[config.mk]
export PLATFORM = sky130hd
export DESIGN_NAME = trng_cmp
export DESIGN_NICKNAME = d
export VERILOG_FILES = /design/src/rtl/trng_pkg.sv /design/src/rtl/trng_sync_edge.sv /design/src/rtl/trng_cmp.sv
export SDC_FILE = /design/constraint.sdc
export NUM_CORES = 1
export LEC_CHECK = 0
export CAP_MARGIN = 20
export CORE_MARGIN = 5
export CORE_UTILIZATION = 55
export CTS_CLUSTER_DIAMETER = 80
export DETAILED_ROUTE_END_ITERATION = 10
export PLACE_DENSITY_LB_ADDON = 0.15
export SLEW_MARGIN = 20
export SYNTH_ARGS = -nofsm -noshare
export SYNTH_HDL_FRONTEND = slang
export SYNTH_SLANG_ARGS = --single-unit
[constraint.sdc]
create_clock -name clock -period 3 [get_ports clock]
set_clock_uncertainty 0.2 [all_clocks]
set_input_delay 0.3 -clock clock [delete_from_list [all_inputs] [get_ports clock]]
set_output_delay 0.3 -clock clock [all_outputs]
set_load 0.02 [all_outputs]
[src/rtl/trng_pkg.sv]
`default_nettype none
// +-----------------------------------------------------------------------------
// | Module   : trng_pkg
// | Brief    : Shared defaults and FSM state encoding for the TRNG comparator.
// | Revision : 1.0 - initial release
// +-----------------------------------------------------------------------------
package trng_pkg;

   localparam int c_n_osc_default = 4;
   localparam int c_cnt_w_default = 16;
   localparam int c_win_default   = 1024;

   localparam logic [1:0] c_st_idle  = 2'd0;
   localparam logic [1:0] c_st_armed = 2'd1;
   localparam logic [1:0] c_st_run   = 2'd2;
   localparam logic [1:0] c_st_done  = 2'd3;

   typedef enum logic [1:0] {
      ST_IDLE  = c_st_idle,
      ST_ARMED = c_st_armed,
      ST_RUN   = c_st_run,
      ST_DONE  = c_st_done
   } state_e;

endpackage
`default_nettype wire

[src/rtl/trng_sync_edge.sv]
`default_nettype none
// +-----------------------------------------------------------------------------
// | Module   : trng_sync_edge
// | Brief    : 2-FF synchronizer plus rising-edge detector for one async bit.
// | Revision : 1.0 - initial release
// +-----------------------------------------------------------------------------
module trng_sync_edge (
   input  logic clock,
   input  logic reset,
   input  logic d_async,
   output logic pulse
);

   logic meta_q, meta_d;
   logic sync_q, sync_d;
   logic prev_q, prev_d;

   always_comb begin
      meta_d = d_async;
      sync_d = meta_q;
      prev_d = sync_q;
   end

   always_ff @(posedge clock or posedge reset) begin
      if (reset) begin
         meta_q <= 1'b0;
         sync_q <= 1'b0;
         prev_q <= 1'b0;
      end else begin
         meta_q <= meta_d;
         sync_q <= sync_d;
         prev_q <= prev_d;
      end
   end

   assign pulse = sync_q & ~prev_q;

endmodule
`default_nettype wire

[src/rtl/trng_cmp.sv]
`default_nettype none
// +-----------------------------------------------------------------------------
// | Module   : trng_cmp
// | Brief    : Counts edges of one selected oscillator pair over a fixed window
// |            and emits the parity of the two counts as a raw random bit.
// | Revision : 1.0 - initial release
// +-----------------------------------------------------------------------------
module trng_cmp
   import trng_pkg::*;
#(
   parameter int N_OSC = c_n_osc_default,
   parameter int CNT_W = c_cnt_w_default,
   parameter int WIN   = c_win_default
) (
   input  logic                     clock,
   input  logic                     reset,
   input  logic [N_OSC-1:0]         osc_a,
   input  logic [N_OSC-1:0]         osc_b,
   input  logic                     cmp_inc,
   input  logic                     cmp_rst,
   input  logic                     cmp_str,
   input  logic                     cmp_cap,
   output logic                     cmp_end,
   output logic                     rnd_bit,
   output logic                     rnd_valid,
   output logic [$clog2(N_OSC)-1:0] pair_sel
);

   localparam int c_sel_w = $clog2(N_OSC);
   localparam int c_win_w = $clog2(WIN);
   localparam logic [c_sel_w-1:0] c_sel_last = c_sel_w'(N_OSC - 1);
   localparam logic [c_win_w-1:0] c_win_last = c_win_w'(WIN - 1);

   logic [N_OSC-1:0] w_pulse_a;
   logic [N_OSC-1:0] w_pulse_b;
   logic             w_sel_a;
   logic             w_sel_b;

   state_e               state_q,     state_d;
   logic [c_sel_w-1:0]   pair_sel_q,  pair_sel_d;
   logic [CNT_W-1:0]     cnt_a_q,     cnt_a_d;
   logic [CNT_W-1:0]     cnt_b_q,     cnt_b_d;
   logic [c_win_w-1:0]   win_cnt_q,   win_cnt_d;
   logic                 cmp_end_q,   cmp_end_d;
   logic                 rnd_bit_q,   rnd_bit_d;
   logic                 rnd_valid_q, rnd_valid_d;

   for (genvar i = 0; i < N_OSC; i++) begin : g_osc
      trng_sync_edge u_sync_a (
         .clock   (clock),
         .reset   (reset),
         .d_async (osc_a[i]),
         .pulse   (w_pulse_a[i])
      );
      trng_sync_edge u_sync_b (
         .clock   (clock),
         .reset   (reset),
         .d_async (osc_b[i]),
         .pulse   (w_pulse_b[i])
      );
   end

   assign w_sel_a = w_pulse_a[pair_sel_q];
   assign w_sel_b = w_pulse_b[pair_sel_q];

   always_comb begin
      state_d     = state_q;
      pair_sel_d  = pair_sel_q;
      cnt_a_d     = cnt_a_q;
      cnt_b_d     = cnt_b_q;
      win_cnt_d   = win_cnt_q;
      rnd_bit_d   = rnd_bit_q;
      rnd_valid_d = 1'b0;

      // cmp_rst overrides every other command and leaves pair_sel untouched
      if (cmp_rst) begin
         state_d   = ST_ARMED;
         cnt_a_d   = '0;
         cnt_b_d   = '0;
         win_cnt_d = '0;
      end else begin
         case (state_q)
            ST_IDLE: begin
               if (cmp_inc) begin
                  pair_sel_d = (pair_sel_q == c_sel_last) ? '0 : pair_sel_q + 1'b1;
               end
            end
            ST_ARMED: begin
               if (cmp_str) begin
                  state_d = ST_RUN;
               end
            end
            ST_RUN: begin
               if (w_sel_a && (cnt_a_q != '1)) begin
                  cnt_a_d = cnt_a_q + 1'b1;
               end
               if (w_sel_b && (cnt_b_q != '1)) begin
                  cnt_b_d = cnt_b_q + 1'b1;
               end
               if (win_cnt_q == c_win_last) begin
                  state_d = ST_DONE;
               end else begin
                  win_cnt_d = win_cnt_q + 1'b1;
               end
            end
            ST_DONE: begin
               if (cmp_cap) begin
                  rnd_bit_d   = cnt_a_q[0] ^ cnt_b_q[0];
                  rnd_valid_d = 1'b1;
                  state_d     = ST_IDLE;
               end
            end
            default: state_d = ST_IDLE;
         endcase
      end

      cmp_end_d = (state_d == ST_DONE);
   end

   always_ff @(posedge clock or posedge reset) begin
      if (reset) begin
         state_q     <= ST_IDLE;
         pair_sel_q  <= '0;
         cnt_a_q     <= '0;
         cnt_b_q     <= '0;
         win_cnt_q   <= '0;
         cmp_end_q   <= 1'b0;
         rnd_bit_q   <= 1'b0;
         rnd_valid_q <= 1'b0;
      end else begin
         state_q     <= state_d;
         pair_sel_q  <= pair_sel_d;
         cnt_a_q     <= cnt_a_d;
         cnt_b_q     <= cnt_b_d;
         win_cnt_q   <= win_cnt_d;
         cmp_end_q   <= cmp_end_d;
         rnd_bit_q   <= rnd_bit_d;
         rnd_valid_q <= rnd_valid_d;
      end
   end

   assign cmp_end   = cmp_end_q;
   assign rnd_bit   = rnd_bit_q;
   assign rnd_valid = rnd_valid_q;
   assign pair_sel  = pair_sel_q;

endmodule
`default_nettype wire
==> impl_results.md, run 1 <==
* Row count at 28
* Clock transition at path regs at roughly 0.09 ns
* Syn Inst Count at roughly 320
* Yosys top cell area share at 53.8%
* First-pass GRT wire length at 10.9 mm
* GRT Overall Usage at 17.8%
* Initial core utilization at a little under three fifths
* Max Clock Freq at 417 MHz
* DRC at 0
* Root buffer cell: clkbuf_8
* Top_reg_cell synth: dfrtp_1
* CTS tree: done
* Worst min path class: primary input to asynchronous set/reset pin
* Share of cells above drive strength 1 at ~11%
* CTS Buffer Depth at 2
* Crit path time final at approximately 2.4 ns
* CTS H-Tree Depth at 3
* Final net count at 352
* Worst skew pair latency at about 0.36 ns
* Min Hold Slack at about 0.15 ns
* Pre-antenna DRT Iters at 4
* #FFs+latches synth at 73
* Worst path required time at between 3 and 4 ns
* Setup TNS at 0 ns
* RSZ-0062 raised after global routing: no
* GR Overflow Total at 0
* Core ar. at approximately 6000 um^2
* Synth area leader: dfrtp_1
* Initial antenna violation count at 0
* Post-CTS Hold Fix Bufs at 0
* Non-Filler Instances at 414
* Die X-Extent at between 80 and 90 um
* Maximum vdd drop at about 0.41 mV
* Crit start category: flop
* Final ANT Viol Nets at 0
* Area contributors post-synth: dfrtp_1, a21oi_1, or4_1
* Synthesized area per cell at between 10 and 15 um^2
* Syn. warnings at 0
* Max-slew violation count at 0
* Slowest-stage cell, CP: or4_1
* Ys async rst share at 100%
* DR iter-0 viols at a little over 100
* Drt via density at 5.96
* Relative slew slack at 32.2%
* Crit path cell chain: and2b_2 > o31a_1 > o21ai_1 > or4_1 > a21oi_1
* Post-CTS sizing at 0
* Crit path kind: flop to flop
* GP Congestion at a little over 0.8
* Max-cap violation count at 0
* Leakage power at approximately 0.0015 uW
* HPWL Detailed at 4.16 mm
* Total number of vias at 2467
* Worst setup EP type: flop
* CP max FO at 18
* Die Y at between 80 and 90 um
* Reg2Reg Setup Slack at about 0.6 ns
* Cts bufs inserted at 9
* Finish-stage setup viols at 0
* Syn Std Cell Area at approximately 3400 um^2
* Diode count at 0
* Worst-margin pin slew at ~1.0 ns
* Pin count of the biggest net entering global routing at 74
* Area delta synth->final at 12.9%
* Routed wire per std cell at 15.4 um
* Final instance area at about 3800 um^2
* PortBufs at 18
* Fin crit share at roughly 80%
* Seq/Total Area, Yosys at about 54%
* Critical Path AT at roughly 2.5 ns
* CP max stage delay at about 0.59 ns
* Pwr per Cell Area at 544 nW/um^2
* Status: finished clean
* Count of different cell masters after synthesis at between 50 and 60
* Vias in the first global route at around 2300
* Placed Area at approximately 3600 um^2
* Setup bufs post-CTS at 0
* Die ar. at just under 8000 um^2
* Tot Pwr at between 2000 and 2500 uW
* Final hold viol count at 0
* Boundary Pins at 19
* Total wire length at 6.38 mm
* Post-synth EDFFs at 0
* Syn_nets at between 300 and 400
* CTS sink count at 73
* Placed Cells at about 400
[path summary, 6_finish.rpt]
check	startpoint	depth (start not counted)	end
max	state_q[0]	5	cnt_a_q[6]
min	reset	3	cnt_b_q[12]
max reg2reg	state_q[0]	5	cnt_a_q[6]
min reg2reg	g_osc[0].u_sync_b.meta_q	0	g_osc[0].u_sync_b.prev_d
max in group asynchronous	reset	3	cnt_b_q[7]
min in group clock	g_osc[0].u_sync_b.meta_q	0	g_osc[0].u_sync_b.prev_d
[synth_stat cells, types with 2 or more instances]
library cell	count
a21oi_1	30
a311oi_1	2
a31oi_1	2
and2_1	2
and3_1	8
and4_1	4
buf_1	2
buf_2	6
buf_4	2
clkbuf_1	4
dfrtp_1	73
ha_1	4
inv_1	5
mux2_2	8
nand2_1	16
nand2b_1	4
nand3_1	19
nand3b_1	2
nand4_1	7
nand4b_1	3
nor2_1	19
nor2b_1	8
nor3b_1	2
o21ai_0	8
o21ai_1	2
o31ai_1	17
o41ai_1	3
or3_1	5
or4_1	19
xor2_1	7
[worst max-delay path, delay by kind of cell (launching register included)]
kind	cells	cell delay [ns]
compound gates	3	0.73
simple gates	2	0.90
flops	1	0.47
[final cells by class]
type	count	area, um^2
Inverter	5	18.8
Timing Repair Buffer	22	223
Fill cell	492	2120
Sequential cell	73	1830
Clock buffer	9	124
Multi-Input combinational cell	223	1470
Clock inverter	7	82.6
Tap cell	75	93.8
[registers in the layout, indices dropped and copies added (netlist names)]
signal	flops
cnt_a_q	16
state_q	2
g_osc.u_sync_a.prev_q	4
g_osc.u_sync_a.meta_q	4
g_osc.u_sync_b.prev_d	4
g_osc.u_sync_b.meta_q	4
g_osc.u_sync_b.prev_q	4
pair_sel	2
cnt_b_q	16
win_cnt_q	10
rnd_bit	1
g_osc.u_sync_a.prev_d	4
cmp_end	1
rnd_valid	1
[stage by stage]
step | utilization, % | setup WS (ns)
final | 64.4 | 0.603
after global routing | 64.4 | 0.451
after CTS | 64.4 | 0.606
after detailed placement | 60.9 | 0.668
after global placement | 60.9 | 0.750
after floorplan | - | 0.647
[cells in the final DEF (no fill, tap or decap), types with 5 or more instances in the layout]
| master | count |
|---|---|
| a21oi_1 | 30 |
| xor2_1 | 7 |
| dfrtp_1 | 73 |
| and3_1 | 8 |
| nand4_1 | 7 |
| nand3_1 | 19 |
| or4_1 | 19 |
| clkbuf_8 | 9 |
| o31ai_1 | 17 |
| nand2_1 | 16 |
| o21ai_0 | 8 |
| clkdlybuf4s50_1 | 18 |
| nor2b_1 | 8 |
| mux2_2 | 8 |
| or3_1 | 5 |
| nor2_1 | 19 |
[logic make-up (layout without fill, tap and decap cells)]
family	count (synthesis)	in the layout	share of synthesized area, %
compound gates	73	73	13.8
simple gates	129	129	22.9
buf+inv	21	43	3.02
mux	9	9	2.95
xor+xnor	8	8	2.06
flops	73	73	53.8
fa+ha+maj	4	4	1.47
[where the power goes]
part	switching (uW)	leakage, uW	internal (uW)
Combinational	112	0.000488	95.8
Clock	414	0.0000988	398
Sequential	49.2	0.000956	1020
[per-layer routing]
layer  vias up  routed length [um]  GRT usage [%]
li1       1226                   -              -
met2        24                2990           28.6
met5         -                   0              0
met3         8                 163           3.07
met1      1209                3130           24.0
met4         0                 101           7.42
(Power assumes the default switching activity.)
==> run 2, diff against run 1 <==
==> constraint.sdc (replaced) <==
create_clock -name clock -period 2.35 [get_ports clock]
set_clock_uncertainty 0.2 [all_clocks]
set_input_delay 0.235 -clock clock [delete_from_list [all_inputs] [get_ports clock]]
set_output_delay 0.235 -clock clock [all_outputs]
set_load 0.02 [all_outputs]
==> run 2 against run 1 <==
Effect of this change: register-to-register slack lost 0.47 ns; sequential cell count stayed put; total power rose by 27%; wire length up 1.2%; combinational power up 49%.
==> impl_results.md, run 2 (same netlist as run 1, synthesis figures left out) <==
* Status: finished clean
* Maximum vdd drop at 0.582 mV (+42%)
* Crit path time final at 2.22 ns (-0.180 ns)
* Worst-margin pin slew at 0.875 ns (-0.136 ns)
* Most frequent cells in the layout: dfrtp_1, a21oi_1, nand3_1, nor2_1, or4_1
* HPWL Detailed at 4.26 mm (+2.4%)
* GR Util met1 at 24.5% (+0.41 points)
* Pin count of the biggest net entering global routing at 74 (unchanged)
* Worst min path class: primary input to asynchronous set/reset pin
* Worst Setup SP: cnt_b_q[1]
* Busiest grt layer: met2
* Total wire length at 6.46 mm (+1.2%)
* Largest regs: cnt_a_q x16, cnt_b_q x16, win_cnt_q x10
* GRT Overall Usage at 18.6% (+0.72 points)
* First-pass GRT wire length at 11.4 mm (+4.2%)
* Setup TNS at 0 ns (unchanged)
* Routed wire per std cell at 15.2 um (-1.2%)
* GP Congestion at 0.801 (-3.0%)
* Drt via density at 6.00 (+0.77%)
* Clock transition at path regs at 0.07 ns (-0.02 ns)
* Final hold viol count at 0 (unchanged)
* Crit path kind: flop to flop
* Worst path required time at 2.41 ns (-0.66 ns)
* CTS Buffer Depth at 2 (unchanged)
* CTS sink count at 73 (unchanged)
* Critical Path AT at 2.28 ns (-0.18 ns)
* Share of cells above drive strength 1 at 14.6% (+3.4 points)
* Worst skew pair latency at 0.33 ns (-0.03 ns)
* Final ANT Viol Nets at 0 (unchanged)
* Worst setup EP type: flop
* Diode count at 0 (unchanged)
* Initial antenna violation count at 0 (unchanged)
* Root buffer cell: clkbuf_8
* RR Startpoint: cnt_b_q[1]
* Final net count at 362 (+2.8%)
* Cts bufs inserted at 9 (unchanged)
* Initial core utilization at 57.0% (unchanged)
* Max-slew violation count at 0 (unchanged)
* DR iter-0 viols at 124 (+22%)
* CTS H-Tree Depth at 3 (unchanged)
* GR Overflow Total at 0 (unchanged)
* Fin crit share at 94.3% (+14 points)
* Commonest non-fill, non-tap cell in the layout: dfrtp_1
* Finish-stage setup viols at 0 (unchanged)
* Met2 GRT Util at 29.2% (+0.61 points)
* Die X-Extent at 88.6 um (unchanged)
* PortBufs at 18 (unchanged)
* Leakage power at 0.00160 uW (+3.8%)
* Row count at 28 (unchanged)
* Die Y at 88.6 um (unchanged)
* Core ar. at 5960 um^2 (unchanged)
* CTS tree: done
* CP max FO at 9 (-9)
* Boundary Pins at 19 (unchanged)
* Min Hold Slack at 0.0839 ns (-0.0634 ns)
* Die ar. at 7850 um^2 (unchanged)
* RSZ-0062 raised after global routing: no
* Max Clock Freq at 451 MHz (+8.1%)
* Max-cap violation count at 0 (unchanged)
* GRT met3 Usage at 5.59% (+2.5 points)
* Crit start category: flop
* DRC at 0 (unchanged)
* Area delta synth->final at 16.3%
* Pwr per Cell Area at 674 nW/um^2 (+24%)
* Vias in the first global route at 2485 (+6.6%)
* Total number of vias at 2546 (+3.2%)
* Relative slew slack at 41.3% (+9.1 points)
* Pre-antenna DRT Iters at 4 (unchanged)
[run 2: cell types whose count changed in the layout (fill, tap and decap cells not counted), sizes merged]
| cell | delta |
|---|---|
| inv | -4 |
| clkinv | +2 |
| clkbuf | +3 |
| clkinvlp | -1 |
| buf | +10 |
[run 2: worst max-delay path, cell delays in order (launching register included)]
cell and delay (ns):
dfrtp_1 0.41, ha_1 0.22, and4_4 0.23, and4bb_4 0.20, or2_1 0.32, or4_1 0.42
a21oi_1 0.15
[run 2: final timing paths]
path / endpoint / slack, ns / cells past startpoint
max reg2reg: cnt_b_q[15] / 0.13 / 6
min reg2reg: g_osc[1].u_sync_b.prev_d / 0.15 / 0
max: cnt_b_q[15] / 0.13 / 6
max in group asynchronous: cnt_a_q[0] / 1.54 / 3
min: g_osc[0].u_sync_b.meta_q / 0.08 / 3
min in group clock: g_osc[0].u_sync_a.meta_q / 0.13 / 1
[run 2: final cells by class]
| cell class | instances | area [um^2] |
|---|---|---|
| clock buffer | 12 | 155 |
| clock inverter | 4 | 51.3 |
| fill | 466 | 2010 |
| inverter | 5 | 18.8 |
| multi-input combinational | 223 | 1480 |
| sequential | 73 | 1830 |
| tap | 75 | 93.8 |
| timing repair buffer | 32 | 323 |
[run 2: per-stage QoR]
| step | cells | instance area, um^2 | power (uW) | setup WS [ns] | utilization, % |
|---|---|---|---|---|---|
| floorplan | 317 | 3400 | 1550 | 0.0617 | - |
| global placement | 408 | 3730 | 1680 | 0.211 | 62.6 |
| detailed placement | 408 | 3730 | 1690 | 0.143 | 62.6 |
| CTS | 424 | 3940 | 2690 | 0.132 | 66.1 |
| global route | 424 | 3950 | 2790 | 0.0131 | 66.3 |
| finish | 424 | 3950 | 2660 | 0.133 | 66.3 |
[run 2: layer usage]
metal	share of wire [%]	vias to the layer above
met4	0.74	0
met2	48	27
met5	0	-
li1	-	1247
met3	2.5	5
met1	48	1267
[run 2: repair_timing]
item | in CTS | in global routing
endpoints found under the setup margin | 0 | 2
buffers inserted | 0 | 0
resized for setup | 0 | 4
hold buffers | 0 | 0
[run 2: power breakdown]
part / switching [uW] / internal, uW / total, uW / leakage (uW)
registers: 50.1 / 1300 / 1350 / 0.000954
logic: 162 / 148 / 309 / 0.000544
clock network: 449 / 549 / 998 / 0.000103
==> run 3, diff against run 2 <==
--- a/config.mk
+++ b/config.mk
@@ -7,7 +7,7 @@
 export LEC_CHECK = 0
 export CAP_MARGIN = 20
 export CORE_MARGIN = 5
-export CORE_UTILIZATION = 55
+export CORE_UTILIZATION = 53
 export CTS_CLUSTER_DIAMETER = 80
 export DETAILED_ROUTE_END_ITERATION = 10
 export PLACE_DENSITY_LB_ADDON = 0.15
==> constraint.sdc (replaced) <==
create_clock -name clock -period 1.8 [get_ports clock]
set_clock_uncertainty 0.2 [all_clocks]
set_input_delay 0.18 -clock clock [delete_from_list [all_inputs] [get_ports clock]]
set_output_delay 0.18 -clock clock [all_outputs]
set_load 0.02 [all_outputs]
==> run 3 against run 2 <==
Effect of this change: the run now ends with setup timing left; worst setup slack worse by 0.46 ns; critical path depth did not move; die area rose by 3.3%; sequential share of layout area decreased by 11 points; register-to-register slack worse by 0.46 ns; combinational power rose to 2.7 times the previous value; sequential cell count stayed put; first-iteration DRC count decreased by 9.7%; total power is 50% higher; highest routed layer unchanged.
==> impl_results.md, run 3 (same netlist as run 1, synthesis figures left out) <==
* Non-Filler Instances at 520 (+23%)
* DR iter-0 viols at 112 (-9.7%)
* Die X-Extent at 90.1 um (+1.7%)
* Drt via density at 5.91 (-1.6%)
* FF-to-FF End: cnt_a_q[14]
* Cts bufs inserted at 9 (unchanged)
* Pin count of the biggest net entering global routing at 43 (-42%)
* Post-CTS Hold Fix Bufs at 0 (unchanged)
* Routed wire per std cell at 18.6 um (+22%)
* Relative slew slack at 73.5% (+32 points)
* Crit path cell chain: ha_4 > nand4_1 > nor2_2 > nand3_2 > or4_1 > a21oi_1
* Root buffer cell: clkbuf_8
* GP Congestion at 0.869 (+8.6%)
* Max-slew violation count at 0 (unchanged)
* RR Startpoint: cnt_a_q[0]
* Crit path kind: flop to flop
* Tot Pwr at 3990 uW (+50%)
* Reg2Reg Setup Slack at -0.33 ns (-0.46 ns)
* RSZ-0062 raised after global routing: yes
* Violated checks: setup timing
* GRT Overall Usage at 22.1% (+3.6 points)
* Initial core utilization at 54.1% (-2.9 points)
* Max-cap violation count at 0 (unchanged)
* Crit start category: flop
* Fin util at 82.4% (+16 points)
* GR Overflow Total at 0 (unchanged)
* DRC at 0 (unchanged)
* Largest regs: cnt_a_q x16, cnt_b_q x16, win_cnt_q x10
* Diode count at 0 (unchanged)
* CP max FO at 3 (-6)
* HPWL Detailed at 5.31 mm (+25%)
* Final hold viol count at 0 (unchanged)
* First-pass GRT wire length at 14.7 mm (+29%)
* CTS sink count at 73 (unchanged)
* Die Y at 90.1 um (+1.7%)
* Worst path required time at 1.87 ns (-0.54 ns)
* Fillers at 353 (-24%)
* Total number of vias at 3074 (+21%)
* Crit path time final at 2.13 ns (-0.0864 ns)
* Finish-stage setup viols at 32 (+32)
* Final net count at 456 (+26%)
* Most frequent cells in the layout: buf_4, dfrtp_1, a21oi_2, clkdlybuf4s50_1
* Worst reg-to-reg path cell count at 6 (unchanged)
* Share of cells above drive strength 1 at 49.0% (+34 points)
* Fin crit share at 118% (+24 points)
* Worst min path class: primary input to asynchronous set/reset pin
* Leakage power at 0.00218 uW (+36%)
* Area delta synth->final at 52.2%
* Pwr per Cell Area at 773 nW/um^2 (+15%)
* Final ANT Viol Nets at 0 (unchanged)
* CTS Buffer Depth at 2 (unchanged)
* PortBufs at 18 (unchanged)
* Core ar. at 6280 um^2 (+5.4%)
* Worst skew pair latency at 0.36 ns (+0.03 ns)
* Initial antenna violation count at 0 (unchanged)
* Slowest-stage cell, CP: or4_1
* Placed Cells at 474 (+16%)
* Pre-antenna DRT Iters at 4 (unchanged)
* CP max stage delay at 0.52 ns (+0.10 ns)
* Final WS setup at -0.331 ns (-0.464 ns)
* CTS H-Tree Depth at 3 (unchanged)
* Critical Path AT at 2.20 ns (-0.08 ns)
* CTS tree: done
* Commonest non-fill, non-tap cell in the layout: buf_4
* Clock transition at path regs at 0.09 ns (+0.02 ns)
* Worst-margin pin slew at 0.397 ns (-0.478 ns)
* Status: finished, violations left
* Worst setup EP type: flop
* Vias in the first global route at 3124 (+26%)
* Maximum vdd drop at 0.925 mV (+59%)
* Max Clock Freq at 469 MHz (+4.1%)
* Boundary Pins at 19 (unchanged)
* Total wire length at 9.66 mm (+50%)
* Row count at 29 (+3.6%)
* Die ar. at 8110 um^2 (+3.3%)
## run 3: through the flow
stage          setup TNS [ns]  instance area (um^2)  hold WS (ns)  worst slack (ns)
5_1_grt                 -7.26                  5170        0.0315            -0.391
3_3_place_gp            -3.71                  4280         0.132            -0.210
2_1_floorplan           -4.85                  3520        0.0114            -0.411
4_1_cts                 -4.49                  4830        0.0299            -0.251
3_5_place_dp            -4.99                  4280         0.136            -0.249
6_report                -5.53                  5170        0.0232            -0.331
## run 3: critical path: cells and delay by family, from the launching register on
| family | cells | cell delay [ns] |
|---|---|---|
| AND/OR/NAND/NOR | 4 | 1.04 |
| AO/OA/AOI/OAI | 1 | 0.20 |
| adder cells (fa/ha/maj) | 1 | 0.17 |
| flip-flops | 1 | 0.43 |
## run 3: power by group
group          switching, uW  leakage (uW)  total [uW]  internal (uW)
clock                    724     0.0000988        1390            665
combinational            410       0.00113         836            426
sequential              66.0      0.000952        1770           1700
total                   1200       0.00218        3990           2800
## run 3: layout make-up
type,instances,area (um^2),share of cell area [%]
inverter,5,25.0,0.484
clock inverter,7,82.6,1.60
multi-input combinational,224,1900,36.7
timing repair buffer,125,1110,21.6
tap,77,96.3,1.86
sequential,73,1830,35.4
clock buffer,9,124,2.40
## run 3: how the worst max path moves through the flow
stage | from | end | slack [ns] | cells past startpoint
2_1_floorplan | cnt_b_q[0] | cnt_b_q[7] | -0.41 | 8
3_3_place_gp | cnt_b_q[1] | cnt_b_q[7] | -0.21 | 6
3_5_place_dp | cnt_a_q[0] | cnt_a_q[10] | -0.25 | 7
4_1_cts | cnt_a_q[6] | cnt_a_q[13] | -0.25 | 5
5_1_grt | cnt_a_q[0] | cnt_a_q[14] | -0.39 | 6
6_report | cnt_a_q[0] | cnt_a_q[14] | -0.33 | 6
## run 3: what timing repair did
item / in CTS / in global routing
setup buffers: 16 / 14
hold endpoints to repair: 0 / 0
gates cloned: 1 / 0
pin swaps: 18 / 24
endpoints found under the setup margin: 35 / 35
resized for setup: 46 / 56
## run 3: per-layer routing
| metal | share of wire (%) | track usage, % |
|---|---|---|
| met2 | 52 | 39.4 |
| met5 | 0 | 0 |
| met1 | 42 | 25.9 |
| met3 | 3.6 | 4.01 |
| met4 | 2.6 | 9.68 |
